[config.mk]
export PLATFORM = sky130hd
export DESIGN_NAME = mem_arbiter
export DESIGN_NICKNAME = d
export VERILOG_FILES = /design/src/rtl/mem_arb_pkg.sv /design/src/rtl/resp_pipe.sv /design/src/rtl/mem_arbiter.sv
export SDC_FILE = /design/constraint.sdc
export NUM_CORES = 1
export LEC_CHECK = 0
export CAP_MARGIN = 10
export CORE_AREA = 2 2 111 113
export CTS_BUF_LIST = sky130_fd_sc_hd__clkbuf_8
export CTS_CLUSTER_DIAMETER = 100
export DETAILED_ROUTE_END_ITERATION = 12
export DIE_AREA = 0 0 113 115
export GPL_TIMING_DRIVEN = 0
export PLACE_DENSITY = 0.71
export SLEW_MARGIN = 40
export SYNTH_ARGS = -nofsm -noshare
export SYNTH_HDL_FRONTEND = slang
export SYNTH_SLANG_ARGS = --single-unit
[constraint.sdc]
create_clock -name clk -period 2.21 [get_ports clk]
set_input_delay 0.221 -clock clk [delete_from_list [all_inputs] [get_ports clk]]
set_output_delay 0.221 -clock clk [all_outputs]
set_load 0.02 [all_outputs]
[src/rtl/mem_arb_pkg.sv]
// Types shared by the unified-memory arbiter and its response pipeline.
package mem_arb_pkg;

   typedef enum logic {
      SRC_INSTR = 1'b0,
      SRC_DATA  = 1'b1
   } src_t;

   typedef struct packed {
      logic valid;
      src_t src;
   } resp_tag_t;

   localparam int MAX_READ_LATENCY = 4;

endpackage : mem_arb_pkg

[src/rtl/resp_pipe.sv]
// Fixed-depth delay line of read tags, aligning each issued read with the
// memory data that returns LATENCY cycles later.
module resp_pipe
   import mem_arb_pkg::*;
#(
   parameter int LATENCY = 1
) (
   input  logic      clk,
   input  logic      clear,
   input  resp_tag_t tagIn,
   output resp_tag_t tagOut
);

   resp_tag_t stages [LATENCY];

   // NOTE: this array is cleared on reset because a stale valid bit would
   // deliver a phantom response; storage without control meaning would not be.
   always_ff @(posedge clk) begin
      if (clear) begin
         for (int i = 0; i < LATENCY; i++) begin
            stages[i] <= '0;
         end
      end else begin
         stages[0] <= tagIn;
         for (int i = 1; i < LATENCY; i++) begin
            stages[i] <= stages[i-1];
         end
      end
   end

   assign tagOut = stages[LATENCY-1];

endmodule : resp_pipe

[src/rtl/mem_arbiter.sv]
// Round-robin arbiter sharing one single-port memory between the instruction
// fetch port and the load/store port, with in-order read response routing.
module mem_arbiter
   import mem_arb_pkg::*;
#(
   parameter int ADDR_W       = 32,
   parameter int DATA_W       = 32,
   parameter int READ_LATENCY = 1,
   parameter int CNT_W        = 16
) (
   input  logic              clk,
   input  logic              reset,
   input  logic              i_req,
   input  logic [ADDR_W-1:0] i_addr,
   output logic              i_gnt,
   output logic              i_rvalid,
   output logic [DATA_W-1:0] i_rdata,
   input  logic              d_req,
   input  logic              d_we,
   input  logic [ADDR_W-1:0] d_addr,
   input  logic [DATA_W-1:0] d_wdata,
   output logic              d_gnt,
   output logic              d_rvalid,
   output logic [DATA_W-1:0] d_rdata,
   output logic              mem_en,
   output logic              mem_we,
   output logic [ADDR_W-1:0] mem_addr,
   output logic [DATA_W-1:0] mem_wdata,
   input  logic [DATA_W-1:0] mem_rdata,
   output logic [CNT_W-1:0]  conflict_cnt
);

   src_t           lastSrc;
   logic           grantI;
   logic           grantD;
   resp_tag_t      issueTag;
   resp_tag_t      returnTag;
   logic [CNT_W-1:0] conflictCnt;

   // NOTE: every combinational output gets a default first so no path through
   // the block leaves it unassigned, which would infer a latch.
   always_comb begin
      grantI = 1'b0;
      grantD = 1'b0;
      if (!reset) begin
         if (i_req && d_req) begin
            // On conflict the source that did not win last time goes first.
            if (lastSrc == SRC_DATA) grantI = 1'b1;
            else                     grantD = 1'b1;
         end else if (i_req) begin
            grantI = 1'b1;
         end else if (d_req) begin
            grantD = 1'b1;
         end
      end
   end

   always_comb begin
      issueTag       = '0;
      issueTag.valid = grantI || (grantD && !d_we);
      issueTag.src   = grantD ? SRC_DATA : SRC_INSTR;
   end

   // NOTE: state registers use non-blocking assignments so every flop samples
   // the pre-edge values regardless of process evaluation order.
   always_ff @(posedge clk) begin
      if (reset) begin
         lastSrc <= SRC_INSTR;
      end else if (grantI) begin
         lastSrc <= SRC_INSTR;
      end else if (grantD) begin
         lastSrc <= SRC_DATA;
      end
   end

   always_ff @(posedge clk) begin
      if (reset) begin
         conflictCnt <= '0;
      end else if (i_req && d_req && (conflictCnt != {CNT_W{1'b1}})) begin
         conflictCnt <= conflictCnt + CNT_W'(1);
      end
   end

   resp_pipe #(
      .LATENCY (READ_LATENCY)
   ) uRespPipe (
      .clk    (clk),
      .clear  (reset),
      .tagIn  (issueTag),
      .tagOut (returnTag)
   );

   assign i_gnt     = grantI;
   assign d_gnt     = grantD;
   assign mem_en    = grantI || grantD;
   assign mem_we    = grantD && d_we;
   assign mem_addr  = grantD ? d_addr : i_addr;
   assign mem_wdata = d_wdata;

   // Gating with reset keeps responses quiet during the cycle reset is raised.
   assign i_rvalid = !reset && returnTag.valid && (returnTag.src == SRC_INSTR);
   assign d_rvalid = !reset && returnTag.valid && (returnTag.src == SRC_DATA);
   assign i_rdata  = mem_rdata;
   assign d_rdata  = mem_rdata;

   assign conflict_cnt = conflictCnt;

endmodule : mem_arbiter

==> impl_metrics.csv <==
group,metric,value,unit
drt,totalWireLength,8620,microns
yosys,ys_seq_elements,19,
sta,finalCritPeriodShare,0.9610,
critical_path,timing.reg2reg.worst_path_depth,5,
global_route,maximum_number_of_pins_on_one_net_before_global_route_repair,12,
clocking,number_of_clock_sinks,19,
yosys,yosys-top-cells-area,"buf_4, mux2_2, dfxtp_1",
critical_path,regToRegSetupSlack,190,ps
power_and_ir_drop,worst_ir_drop_vdd,0.1692,mV
drt,route.layer.met1.wl,2683,microns
critical_path,sum_of_buffers_and_inverters_on_the_critical_path,3,
place,final_weighted_congestion_in_routability_driven_placement,0.8302,
floorplan,die_width,113,microns
outcome,outcome,"complete, but fails checks",
critical_path,start_kind,"flip-flop",
power_and_ir_drop,power.leakage,1.886,nW
critical_path,timing.critical_path.slowest_cell_delay,390,ps
drt,routedWlPerCell,13.88,microns
place,placement.io_buffers,216,
floorplan,boundaryPins,283,
critical_path,cp.arrival,1900,ps
sta,slew-limit-headroom,0.5618,
layout,final_layout_size_suffix_gt1_frac,0.3101,
hold_path,worst_hold_path_type,"in2reg",
sta,rsz0062_at_grt,"no",
clocking,clk_pin_slew_worst_paths,80,ps
yosys,dominantRegCellSynth,"dfxtp_1",
critical_path,critical_path_peak_fanout,10,
yosys,ys_async_sr_fraction,0,
yosys,yosysSeqAreaShare,0.1811,
layout,antennaDiodeCount,0,
global_route,grt_first_pass_wirelength,11920,microns
yosys,synth_area,0.002101,sq mm
global_route,grt_overflow_total,0,
sta,skew,7.665,ps
critical_path,path_common_cell,"buf_4",
power_and_ir_drop,post-layout-total-power,0.001418,W
critical_path,worst_setup_path_startpoint,"lastSrc$_SDFFE_PP0P_",
critical_path,crit_path_top_delay_cell,"dlygate4sd2_1",
layout,finalCoreUtilization,0.3807,
drt,drc,19,
floorplan,die-area,0.01300,sq mm
critical_path,timing.critical_path.max_delay_family,"buffers and inverters",
yosys,synth_common_cells,"buf_4, mux2_2, dfxtp_1",
place,post_dp_cell_area,0.004447,sq mm
critical_path,worst_ep_required_time,1990,ps
yosys,cell_with_the_most_instances_after_synthesis,"buf_4",
drt,met2_length,4495,microns
yosys,mapped_nets,385,
layout,num-nets-final,609,
sta,tightest_slew,651.2,ps
hold_path,hold_start,"d_req",
critical_path,critPathKind,"reg2out",
yosys,syn_inst,251,
job,max_cap_viol_count,0,
yosys,yosys.area.top_type,"buf_4",
sta,hold_viol_final,0,
sta,slew_viol_final,0,
drt,dr.pass1.iters,10,
global_route,antenna_found_initial,0,
sta,max_clock_freq,470.8,MHz
critical_path,timing.rr.end,"conflict_cnt[0]$_SDFFE_PP0P_",
drt,antenna_violating_nets_post_route,0,
outcome,failing_checks,"DRC",
clocking,max-clock-path-buffers,2,
layout,areaGrowthSynthToFinish,114.1,%
layout,fillers,1170,
global_route,global_route.usage.total,0.1175,
sta,setup_violations,0,
critical_path,critical_path_depth,5,
yosys,synth_top_cell_area_share,0.3431,
sta,fin_crit,2124,ps
drt,vias_per_cell,4.016,
floorplan,floorplan.initialDensity,0.1779,
drt,drt_first_iter_violations,56,
power_and_ir_drop,p_per_area,315.4,mW/mm^2
critical_path,worst_setup_path_end_kind,"output port",
yosys,netlist-cell-type-count,37,
floorplan,die_y_extent,115,microns
clocking,cts-buffers-inserted,3,
drt,wl_met3,1394,microns
critical_path,crit_path_cell_trace,"a211oi_4 -> buf_4 -> buf_4 -> mux2_2 -> dlygate4sd2_1",
floorplan,rows,40,
sta,final.hold.worst_slack,346.8,ps
drt,dr.max_layer_used,"met4",
layout,design_area,0.004497,sq mm
yosys,synth_enable_flop_cells,0,
place,detailedPlacementHpwl,7656,microns
clocking,cts_tree,"done",
drt,via_count,2494,
critical_path,worst_setup_path_endpoint,"mem_addr[7]",
yosys,postSynthAreaPerCell,8.370,sq um
global_route,first_global_vias,2290,
clocking,number_of_levels_the_h_tree_was_split_into,1,
clocking,clock_tree.root_cell,"clkbuf_8",
floorplan,core_ar,0.01181,sq mm
critical_path,rr_startpoint,"conflict_cnt[0]$_SDFFE_PP0P_",
clocking,insertion_delay,260,ps
yosys,synthesis.yosys.warnings,0,
## layout make-up
class | count | area (sq um) | area share
Inverter | 6 | 22.52 | 0.005008
Clock inverter | 1 | 5.005 | 0.001113
Sequential cell | 19 | 380.4 | 0.08459
Buffer | 103 | 767.0 | 0.1706
Clock buffer | 3 | 41.29 | 0.009182
Tap cell | 147 | 183.9 | 0.04090
Timing Repair Buffer | 219 | 2142 | 0.4763
Multi-Input combinational cell | 123 | 954.7 | 0.2123
## cells by family (layout without fill, tap and decap cells)
| kind of cell | count (synthesis) | after routing | share of synthesized area |
|---|---|---|---|
| buffers and inverters | 109 | 332 | 0.3681 |
| AND/OR/NAND/NOR | 56 | 56 | 0.1537 |
| multiplexers | 37 | 37 | 0.1977 |
| AO/OA/AOI/OAI | 29 | 29 | 0.09351 |
| flip-flops | 19 | 19 | 0.1811 |
| adder cells (fa/ha/maj) | 1 | 1 | 0.005955 |
## layer usage
metal  track usage  vias to the layer above
met2        0.2327                      178
met1        0.1168                     1089
met3       0.04850                        2
met4       0.01707                        0
li1              -                     1225
met5             0                        -
## how the worst min path moves through the flow
| stage | cells past startpoint | slack [ps] | endpoint |
|---|---|---|---|
| final | 3 | 350 | lastSrc$_SDFFE_PP0P_ |
| after floorplan | 1 | 330 | uRespPipe.stages[0][1]$_SDFF_PP0_ |
| after global routing | 3 | 380 | lastSrc$_SDFFE_PP0P_ |
| after detailed placement | 1 | 510 | uRespPipe.stages[0][0]$_SDFF_PP0_ |
| after global placement | 1 | 490 | uRespPipe.stages[0][0]$_SDFF_PP0_ |
| after CTS | 2 | 490 | uRespPipe.stages[0][0]$_SDFF_PP0_ |
## placed cells by master (no fill, tap or decap), types with 4 or more instances in the layout
cell type,instances
nand2b_1,5
buf_4,100
or3_1,4
nor2b_1,4
nor3_1,4
dfxtp_1,19
o31ai_1,4
nand2_1,6
clkdlybuf4s50_1,182
a21oi_1,10
nor2_1,11
inv_1,6
mux2_2,36
nand3_1,6
dlygate4sd2_1,32
nand4_1,4
## repair_timing
item | CTS | global route
gates resized for setup | 39 | 5
setup buffers | 3 | 0
pin swaps | 1 | 0
endpoints found under the setup margin | 35 | 9
hold buffers | 0 | 0
## sequential cells by signal, indices dropped and copies added (netlist names)
signal	count
conflict_cnt	16
lastSrc	1
uRespPipe.stages	2
## power by group
part	switching, W	internal, W	leakage [nW]
Clock	0.000119	0.000125	0.0255
Combinational	0.000345	0.000476	1.71
Sequential	0.00000604	0.000348	0.154
## worst register-to-register path: stages (launching register included)
cell and delay (ps):
dfxtp_1 420, ha_1 300, nand3_1 130, nor4_1 570, nor2_1 170, mux2_2 310
## per-stage QoR
step	TNS [ps]	worst slack, ps	cells
finish	0	86.11	621
global route	0	6.512	621
CTS	0	30.63	621
detailed placement	-25620	-878.8	614
global placement	-24880	-860.0	614
floorplan	0	407.2	251
Power figures use the tool's default switching activity.
